**src/rtl/engine_stride_index_sequencer_pkg.sv**
```systemverilog
// Shared types for the stride index sequencer: configuration, response beat and
// generator FSM states, plus the granularity-to-chunk-limit helper.
package engine_stride_index_sequencer_pkg;

   localparam int M_AXI_MEMORY_ADDR_WIDTH = 32;
   localparam int ADDR_W                  = M_AXI_MEMORY_ADDR_WIDTH;
   localparam int CHUNK_CNT_W             = 16;
   localparam int CHUNK_MAX               = (1 << CHUNK_CNT_W) - 1;

   typedef enum logic [3:0] {
      RESET,
      IDLE,
      SETUP,
      START,
      BUSY_TRANS,
      BUSY,
      PAUSE_TRANS,
      PAUSE,
      DONE
   } engine_stride_index_generator_state;

   typedef struct packed {
      logic [7:0] id;
      logic [1:0] kind;
   } MemoryPacketMeta;

   typedef struct packed {
      logic [ADDR_W-1:0] index_start;
      logic [ADDR_W-1:0] index_end;
      logic [ADDR_W-1:0] stride;
      logic [ADDR_W-1:0] granularity;
      logic              increment;
      logic              decrement;
   } StrideIndexParam;

   typedef struct packed {
      logic            valid;
      StrideIndexParam param;
      MemoryPacketMeta meta;
   } StrideIndexConfiguration;

   typedef struct packed {
      logic              valid;
      logic [ADDR_W-1:0] index;
      logic              last;
      logic              final_beat;
      MemoryPacketMeta   meta;
   } StrideIndexResponse;

   // Chunk counter terminal value: max(min(granularity, CHUNK_MAX), 1) - 1.
   function automatic logic [CHUNK_CNT_W-1:0] chunk_limit(input logic [ADDR_W-1:0] granularity);
      logic [ADDR_W-1:0] sat;
      sat = (granularity > ADDR_W'(CHUNK_MAX)) ? ADDR_W'(CHUNK_MAX) : granularity;
      if (sat == '0) begin
         sat = ADDR_W'(1);
      end
      return CHUNK_CNT_W'(sat - ADDR_W'(1));
   endfunction

endpackage

```
**src/rtl/engine_stride_index_sequencer_if.sv**
```systemverilog
// Response channel from the sequencer to the read/write engine (valid/ready).
interface engine_stride_index_sequencer_if;
   import engine_stride_index_sequencer_pkg::*;

   StrideIndexResponse response_out;
   logic               response_out_ready;

   modport master (output response_out, input response_out_ready);
   modport slave  (input response_out, output response_out_ready);
endinterface

```
**src/rtl/engine_stride_index_sequencer_output_reg.sv**
```systemverilog
// One-entry valid/ready holding register: a loaded beat stays put until accepted.
module engine_stride_index_output_reg
   import engine_stride_index_sequencer_pkg::*;
(
   input  logic               clk,
   input  logic               rst_n,
   input  logic               i_load,
   input  StrideIndexResponse i_beat,
   input  logic               i_ready,
   output StrideIndexResponse o_resp,
   output logic               o_accept,
   output logic               o_free
);

   StrideIndexResponse r_resp;

   // NOTE: the whole beat is in the async reset so a held beat is discarded and valid drops immediately.
   always_ff @(posedge clk or negedge rst_n) begin
      if (!rst_n) begin
         r_resp <= '0;
      end else if (i_load) begin
         r_resp <= i_beat;
      end else if (o_accept) begin
         r_resp.valid <= 1'b0;
      end
   end

   assign o_resp   = r_resp;
   assign o_accept = r_resp.valid & i_ready;
   assign o_free   = ~r_resp.valid | i_ready;

endmodule

```
**src/rtl/engine_stride_index_sequencer.sv**
```systemverilog
// Turns one latched stride configuration into a registered stream of tagged indices,
// with pause/resume and carry/borrow-safe termination.
module engine_stride_index_sequencer
   import engine_stride_index_sequencer_pkg::*;
(
   input  logic                                   ap_clk,
   input  logic                                   areset_n,
   input  StrideIndexConfiguration                configuration_in,
   input  logic                                   start_in,
   input  logic                                   pause_in,
   engine_stride_index_sequencer_if.master        response_if,
   output logic                                   busy_out,
   output logic                                   done_out,
   output logic                                   config_error_out
);

   engine_stride_index_generator_state r_state, w_state_next;

   StrideIndexParam         r_param;
   MemoryPacketMeta         r_meta;
   logic [ADDR_W-1:0]       r_idx;
   logic                    r_more;
   logic [CHUNK_CNT_W-1:0]  r_chunk;
   logic [CHUNK_CNT_W-1:0]  r_chunk_max;
   logic                    r_cfg_err;

   logic [ADDR_W:0]         w_next_wide;
   logic [ADDR_W-1:0]       w_next;
   logic                    w_final;
   logic                    w_last;
   logic                    w_hold;
   logic                    w_load;
   logic                    w_accept;
   logic                    w_free;
   logic                    w_illegal;
   logic                    w_empty;
   logic                    w_active;
   StrideIndexResponse      w_beat;
   StrideIndexResponse      w_resp;

   assign w_illegal = (r_param.increment == r_param.decrement) || (r_param.stride == '0);
   assign w_empty   = r_param.increment ? (r_param.index_start >= r_param.index_end)
                                        : (r_param.index_start <= r_param.index_end);

   // One extra bit catches a carry (inc) or borrow (dec) so the sequence ends instead of wrapping.
   assign w_next_wide = r_param.increment ? ({1'b0, r_idx} + {1'b0, r_param.stride})
                                          : ({1'b0, r_idx} - {1'b0, r_param.stride});
   assign w_next      = w_next_wide[ADDR_W-1:0];
   assign w_final     = w_next_wide[ADDR_W] ||
                        (r_param.increment ? (w_next >= r_param.index_end)
                                           : (w_next <= r_param.index_end));
   assign w_last      = w_final || (r_chunk == r_chunk_max);

   // Dropping start_in mid-run is treated exactly like a pause request.
   assign w_hold   = pause_in | ~start_in;
   assign w_load   = (r_state == BUSY) && !w_hold && r_more && w_free;
   assign w_active = (r_state == BUSY_TRANS) || (r_state == BUSY) ||
                     (r_state == PAUSE_TRANS) || (r_state == PAUSE);

   always_comb begin
      w_beat            = '0;
      w_beat.valid      = 1'b1;
      w_beat.index      = r_idx;
      w_beat.last       = w_last;
      w_beat.final_beat = w_final;
      w_beat.meta       = r_meta;
   end

   engine_stride_index_output_reg u_out_reg (
      .clk      (ap_clk),
      .rst_n    (areset_n),
      .i_load   (w_load),
      .i_beat   (w_beat),
      .i_ready  (response_if.response_out_ready),
      .o_resp   (w_resp),
      .o_accept (w_accept),
      .o_free   (w_free)
   );

   assign response_if.response_out = w_resp;

   // NOTE: every combinational output gets a default first so no path can infer a latch.
   always_comb begin
      w_state_next = r_state;
      case (r_state)
         RESET:       w_state_next = IDLE;
         IDLE:        if (configuration_in.valid) w_state_next = SETUP;
         SETUP:       w_state_next = START;
         START:       if (start_in) w_state_next = r_more ? BUSY_TRANS : DONE;
         BUSY_TRANS:  w_state_next = BUSY;
         BUSY:        if (w_hold) w_state_next = PAUSE_TRANS;
         PAUSE_TRANS: w_state_next = PAUSE;
         PAUSE:       if (!w_hold) w_state_next = BUSY_TRANS;
         DONE:        if (!start_in) w_state_next = IDLE;
         default:     w_state_next = IDLE;
      endcase
      // Acceptance of the final beat completes the run even if a pause is requested.
      if (w_active && w_accept && w_resp.final_beat) begin
         w_state_next = DONE;
      end
   end

   // NOTE: sequential state uses non-blocking assignments so all registers update from pre-edge values.
   always_ff @(posedge ap_clk or negedge areset_n) begin
      if (!areset_n) begin
         r_state     <= RESET;
         r_param     <= '0;
         r_meta      <= '0;
         r_idx       <= '0;
         r_more      <= 1'b0;
         r_chunk     <= '0;
         r_chunk_max <= '0;
         r_cfg_err   <= 1'b0;
      end else begin
         r_state <= w_state_next;
         if ((r_state == IDLE) && configuration_in.valid) begin
            r_param <= configuration_in.param;
            r_meta  <= configuration_in.meta;
         end
         if (r_state == SETUP) begin
            r_idx       <= r_param.index_start;
            r_chunk     <= '0;
            r_chunk_max <= chunk_limit(r_param.granularity);
            r_more      <= !w_illegal && !w_empty;
            r_cfg_err   <= w_illegal;
         end else if (w_load) begin
            r_idx   <= w_next;
            r_chunk <= w_last ? '0 : r_chunk + 1'b1;
            r_more  <= !w_final;
         end
      end
   end

   assign busy_out         = w_active;
   assign done_out         = (r_state == DONE);
   assign config_error_out = r_cfg_err;

endmodule

```
**src/flat_wrapper.sv**
```systemverilog
// flat-port wrapper written by rule: the top's interface ports become plain ports
module engine_stride_index_sequencer_flat import engine_stride_index_sequencer_pkg::*;
  (ap_clk, areset_n, configuration_in, start_in, pause_in, busy_out, done_out, config_error_out, response_if_response_out, response_if_response_out_ready);
  engine_stride_index_sequencer_if response_if_i ();
  input  logic ap_clk;
  input  logic areset_n;
  input  StrideIndexConfiguration configuration_in;
  input  logic start_in;
  input  logic pause_in;
  output logic busy_out;
  output logic done_out;
  output logic config_error_out;
  output wire logic [$bits(response_if_i.response_out)-1:0] response_if_response_out;
  input wire logic [$bits(response_if_i.response_out_ready)-1:0] response_if_response_out_ready;
  assign response_if_response_out = response_if_i.response_out;
  assign response_if_i.response_out_ready = response_if_response_out_ready;
  engine_stride_index_sequencer u_core (.ap_clk(ap_clk), .areset_n(areset_n), .configuration_in(configuration_in), .start_in(start_in), .pause_in(pause_in), .response_if(response_if_i), .busy_out(busy_out), .done_out(done_out), .config_error_out(config_error_out));
endmodule
```
**config.mk**
```make
export PLATFORM = sky130hd
export DESIGN_NAME = engine_stride_index_sequencer_flat
export DESIGN_NICKNAME = d
export VERILOG_FILES = /design/src/rtl/engine_stride_index_sequencer_pkg.sv /design/src/rtl/engine_stride_index_sequencer_if.sv /design/src/rtl/engine_stride_index_sequencer_output_reg.sv /design/src/rtl/engine_stride_index_sequencer.sv /design/src/flat_wrapper.sv
export SDC_FILE = /design/constraint.sdc
export NUM_CORES = 1
export LEC_CHECK = 0
export ABC_AREA = 1
export ABC_CLOCK_PERIOD_IN_PS = 6250
export CAP_MARGIN = 20
export CORE_AREA = 2 2 179 181
export DETAILED_ROUTE_END_ITERATION = 6
export DIE_AREA = 0 0 181 183
export GPL_TIMING_DRIVEN = 0
export PLACE_DENSITY_LB_ADDON = 0.2
export SLEW_MARGIN = 20
export SYNTH_ARGS = -nofsm -noshare
export SYNTH_HDL_FRONTEND = slang
export SYNTH_SLANG_ARGS = --single-unit
```
**constraint.sdc**
```tcl
create_clock -name ap_clk -period 6.25 [get_ports ap_clk]
set_input_delay 1.25 -clock ap_clk [delete_from_list [all_inputs] [get_ports ap_clk]]
set_output_delay 1.25 -clock ap_clk [all_outputs]
set_load 0.02 [all_outputs]
```
==> impl_metrics.py <==
metrics = {
    "outcome": {
        "status": "complete, no violations",
    },
    "final_layout": {
        "area_growth_pct": 23.6,
        "fin_cells": 2475,
        "mostFrequentLayoutCells": "430 x nand2_1, 255 x dfrtp_1, 192 x clkdlybuf4s50_1",
        "stdcell_area_sq_mm": 0.0186,
        "fin_util_pct": 59.6,
        "nets": 2298,
        "regArea_sq_mm": 0.00638,
        "final_common_cell": "nand2_1",
        "antenna_cells": 0,
        "final_layout_size_suffix_gt1_share_pct": 9.79,
        "fill_cells": 2885,
        "multi_input_area_sq_mm": 0.00770,
    },
    "synthesis": {
        "netlist_area_sq_mm": 0.0151,
        "yosysUniqueCellTypes": 56,
        "synth_flop_cell": "dfrtp_1",
        "synth_edf_count": 0,
        "synth_fp_nets": 2070,
        "ys_seq_area_share_pct": 42.4,
        "async_flop_share_pct": 100,
        "ys_seq_elements": 255,
        "synthCells": 1824,
        "yosys_warnings": 0,
        "avgSynthCellArea_sq_um": 8.25,
    },
    "drt": {
        "via_per_inst": 5.38,
        "routed-via-count": 13300,
        "drtAntennaViolNets": 0,
        "finalWirelength_mm": 47.2,
        "drt_iter0_markers": 923,
        "dr.pass1.iters": 7,
        "drt-wirelength-per-cell_microns": 19.1,
        "drc": 0,
    },
    "run": {
        "cap_violations": 0,
    },
    "cts": {
        "post_cts_resized": 0,
        "clock_sinks": 255,
        "hold_buffers": 0,
        "cts_tree": "built",
        "cts_buffer_depth": 3,
        "htreeDepth": 1,
        "clkTransAtPathRegs_ps": 60,
        "post-cts-setup-buffers": 0,
        "clock_latency_ps": 560,
        "cts_buffers": 30,
        "root_buffer": "clkbuf_16",
    },
    "power_and_ir_drop": {
        "power.total_mw": 11.4,
        "ir_worst_vdd_v": 0.000275,
        "p_leak_nw": 8.95,
        "power_per_cell_area_mw_per_mm2": 612,
    },
    "die": {
        "die_area_sq_mm": 0.0331,
        "io-pin-count": 194,
        "die_h_microns": 183,
        "core.rowCount": 65,
        "initial_utilization_pct": 48.2,
        "die_w_microns": 181,
        "core_sq_mm": 0.0312,
    },
    "timing": {
        "worstMarginPinSlew_ps": 1110,
        "worst_slack_ps": 352,
        "fin_tns_setup_ps": 0,
        "slew_headroom_pct": 25.7,
        "period_needed_ps": 5900,
        "final_hold_viol_count": 0,
        "setup_viol": 0,
        "finalMaxSlewViolations": 0,
        "max_freq_mhz": 170,
        "hold_slack_ps": 463,
        "min_period_over_period_pct": 94.4,
        "rsz0062_at_grt": "false",
        "skew_ps": 12.7,
    },
    "place": {
        "gp_congestion": 0.964,
        "dp_slack_ps": 545,
        "numPortBuffers": 193,
        "dp_hpwl_mm": 36.8,
        "dpl.cell_count": 2422,
        "postPlaceCellArea_sq_mm": 0.0176,
    },
    "setup_path": {
        "end_kind": "flop",
        "required_ps": 6700,
        "cp_data_arrival_time_ps": 6340,
        "worst-setup-path-type": "reg2reg",
        "crit_path_start_kind": "flop",
        "cp_max_fo": 10,
    },
    "grt": {
        "use_met3_pct": 4.05,
        "antenna_found_initial": 0,
        "grt_max_degree": 72,
        "grt_usage_pct": 28.5,
        "overflow": 0,
        "grt-busiest-layer": "met2",
        "grt_pass1_vias": 13000,
        "met2_usage_pct": 45.0,
        "grt_pass1_wl_mm": 72.8,
        "met1_usage_pct": 40.7,
    },
    "worst_hold_path": {
        "min_path_type": "reg2reg",
    },
}
[synthesized netlist by cell type, types with 3 or more instances]
cell	count	area share, %
inv_2	11	0.27
or2_2	3	0.12
nor3_1	23	0.76
o211ai_1	11	0.55
o21a_1	9	0.45
nor4_1	6	0.25
nand3b_1	6	0.30
nor2_1	188	4.7
clkbuf_1	27	0.67
dfrtp_1	255	42
nand3_1	67	2.2
o21bai_1	3	0.15
nand2_1	430	11
buf_2	19	0.63
a21oi_1	140	4.7
o21ai_0	66	2.2
mux2_2	72	5.4
inv_1	183	4.6
buf_1	7	0.17
nand2_2	11	0.46
ha_1	99	8.2
o221ai_1	7	0.41
nor3_2	4	0.27
o21ai_2	11	0.64
xor2_1	64	3.7
xnor2_1	20	1.2
nand4_1	22	0.91
a21o_1	5	0.25
and2_1	7	0.29
nor2_2	10	0.42
o21ai_1	9	0.30
[critical path, stage by stage (launching register included)]
cell and delay, ps:
dfrtp_1 340, clkbuf_1 570, inv_1 280, clkbuf_1 390
nand2_1 240, o21ai_0 140, xor2_1 190, ha_1 330
inv_1 90, o21bai_1 120, a21oi_1 280, nand2_1 130
a211oi_1 360, nand3b_1 150, and2_1 230, ha_1 310
nand2_1 70, nor2_1 100, nand2_1 120, nor2_1 330
nand2_1 160, nand3_1 90, nand3_1 120, nor2_4 180
nand3_4 130, buf_6 190, o21a_1 110
[layout make-up]
class                      instances  area share [%]
tap                              402            2.70
sequential                       255            34.3
clock inverter                     9           0.813
multi-input combinational       1318            41.4
buffer                            54            1.26
clock buffer                      44            4.75
inverter                         197            3.98
timing repair buffer             196            10.8
[state kept, by name, summed over array words and instances (netlist names)]
name	flops
u_core.u_out_reg.o_resp	45
u_core.r_param	130
u_core.r_idx	32
u_core.r_more	1
u_core.r_state	4
u_core.r_chunk_max	16
u_core.r_chunk	16
u_core.config_error_out	1
u_core.r_meta	10
[cells by family after synthesis]
| logic type | count (synthesis) | synth area share, % |
|---|---|---|
| simple gates | 786 | 22.1 |
| compound gates | 276 | 10.5 |
| mux | 72 | 5.38 |
| flops | 255 | 42.4 |
| buf+inv | 251 | 6.47 |
| fa+ha+maj | 100 | 8.36 |
| xor+xnor | 84 | 4.89 |
[metal layers]
layer	vias to the layer above	wire length (microns)
met3	78	3190
met2	411	20800
met5	-	0
li1	6420	-
met4	0	1430
met1	6395	21800
[power breakdown]
part	switching, mW	internal (mW)	total [mW]
Clock	0.707	1.14	1.84
Combinational	4.19	2.50	6.69
Sequential	0.533	2.33	2.86
Total	5.43	5.97	11.4
[worst paths after layout]
path	startpoint	end	slack, ps	depth (start not counted)
min in group asynchronous	areset_n	u_core.r_param[38]$_DFFE_PN0P_	620	1
worst max register to register	u_core.r_param[1]$_DFFE_PN0P_	u_core.u_out_reg.o_resp[11]$_DFFE_PN0P_	350	26
max in group asynchronous	areset_n	u_core.r_param[12]$_DFFE_PN0P_	4590	3
worst min register to register	u_core.r_meta[5]$_DFFE_PN0P_	u_core.u_out_reg.o_resp[5]$_DFFE_PN0P_	460	2
worst max-delay path	u_core.r_param[1]$_DFFE_PN0P_	u_core.u_out_reg.o_resp[11]$_DFFE_PN0P_	350	26
worst min-delay path	u_core.r_meta[5]$_DFFE_PN0P_	u_core.u_out_reg.o_resp[5]$_DFFE_PN0P_	460	2
Note: power is estimated with default switching activity, not from simulation.
==> variant: new RTL, config.mk and constraints unchanged <==
Encoding of `engine_stride_index_generator_state`: now one-hot (9 bits for 9 states).
--- a/src/rtl/engine_stride_index_sequencer_pkg.sv
+++ b/src/rtl/engine_stride_index_sequencer_pkg.sv
@@ -7,16 +7,16 @@
    localparam int CHUNK_CNT_W             = 16;
    localparam int CHUNK_MAX               = (1 << CHUNK_CNT_W) - 1;
 
-   typedef enum logic [3:0] {
-      RESET,
-      IDLE,
-      SETUP,
-      START,
-      BUSY_TRANS,
-      BUSY,
-      PAUSE_TRANS,
-      PAUSE,
-      DONE
+   typedef enum logic [8:0] {
+      RESET       = 9'b000000001,
+      IDLE        = 9'b000000010,
+      SETUP       = 9'b000000100,
+      START       = 9'b000001000,
+      BUSY_TRANS  = 9'b000010000,
+      BUSY        = 9'b000100000,
+      PAUSE_TRANS = 9'b001000000,
+      PAUSE       = 9'b010000000,
+      DONE        = 9'b100000000
    } engine_stride_index_generator_state;
 
    typedef struct packed {
Function: same outputs for any inputs over 4 cycles, from zero or initial values and one cycle with areset_n low; so few cycles prove little.
==> variant against the original RTL <==
Via count increased by 6.7%; global-route usage up 1.1 points; sequential cell count increased by 5; worst setup slack better by 0.061 ns; non-clock buffer count up 5; routed wire length is 2.8% higher; total power is 3.7% higher; area after synthesis is 3.6% higher; critical path depth grew 2; final area rose by 2.4%; critical path type unchanged; largest cell class unchanged.
==> variant: results (changes against the original RTL) <==
status -> finished, final reports clean (unchanged)
vias in the first global route -> 14100 (was 13000)
Synth area leaders -> dfrtp_1 (42%), nand2_1 (14%), ha_1 (7.9%) (was dfrtp_1 (42%), nand2_1 (11%), ha_1 (8.2%))
WL final -> 48.5 mm (was 47.2 mm)
drt first pass iters -> 6 (was 7)
GRT met2 Usage -> 48.5% (was 45.0%)
Syn Nets -> 2229 (was 2070)
list of most frequent post-synthesis cells -> nand2_1 (572), dfrtp_1 (259), inv_1 (221) (was nand2_1 (430), dfrtp_1 (255), nor2_1 (188))
top sig layer -> met5 (was met4)
Worst Setup SP -> u_core.r_param[35] (was u_core.r_param[1])
fraction of layout cells with a size suffix above 1 -> 8.02% (was 9.79%)
min-delay src -> u_core.u_out_reg.o_resp[35] (was u_core.r_meta[5])
metal2 WL -> 22.1 mm (was 20.8 mm)
maximum vdd drop -> 0.388 mV (was 0.275 mV)
met3 routed WL -> 3.10 mm (was 3.19 mm)
nets -> 2455 (was 2298)
wl on met1 -> 22.0 mm (was 21.8 mm)
Critical-path top delay cell -> dfrtp_1 (was clkbuf_1)
initial detailed-routing violation count -> 871 (was 923)
first-pass GRT wire length -> 76.8 mm (was 72.8 mm)
largest net degree at the start of global routing -> 103 (was 72)
Setup WS pre-CTS -> 0.398 ns (was 0.545 ns)
gr usage total -> 29.6% (was 28.5%)
post-synthesis sequential area ratio -> 41.7% (was 42.4%)
period utilization -> 93.4% (was 94.4%)
clock skew -> 0.0160 ns (was 0.0127 ns)
total CTS buffers -> 29 (was 30)
variant: cell types whose count changed in the layout (fill, tap and decap cells not counted), moves of 25 or more:
cell	unedited run	this run
nand4_1	22	47
inv_1	183	221
nand2_1	430	572
a21oi_1	140	82
o21ai_0	66	162
mux2_2	72	40
nor2_1	188	131
variant: report_power, final:
part | switching [mW] | internal (mW)
registers | 0.470 | 2.30
logic | 4.70 | 2.67
clock network | 0.710 | 0.969
variant: cell type report:
type	count	share of cell area, %
Timing Repair Buffer	195	10.5
Multi-Input combinational cell	1436	41.8
Buffer	60	1.54
Sequential cell	260	34.2
Clock buffer	45	4.65
Inverter	227	4.47
Tap cell	402	2.64
Antenna cell	1	0.0131
Clock inverter	9	0.282
variant: kinds of logic (layout without fill, tap and decap cells):
group           after synthesis  after routing  synth area share, %
simple gates                925            925                 25.6
other cells                   1              2               0.0240
mux                          40             40                 2.89
compound gates              296            296                 10.2
fa+ha+maj                   100            100                 8.07
xor+xnor                     74             74                 4.15
buf+inv                     287            536                 7.34
flops                       260            260                 41.7
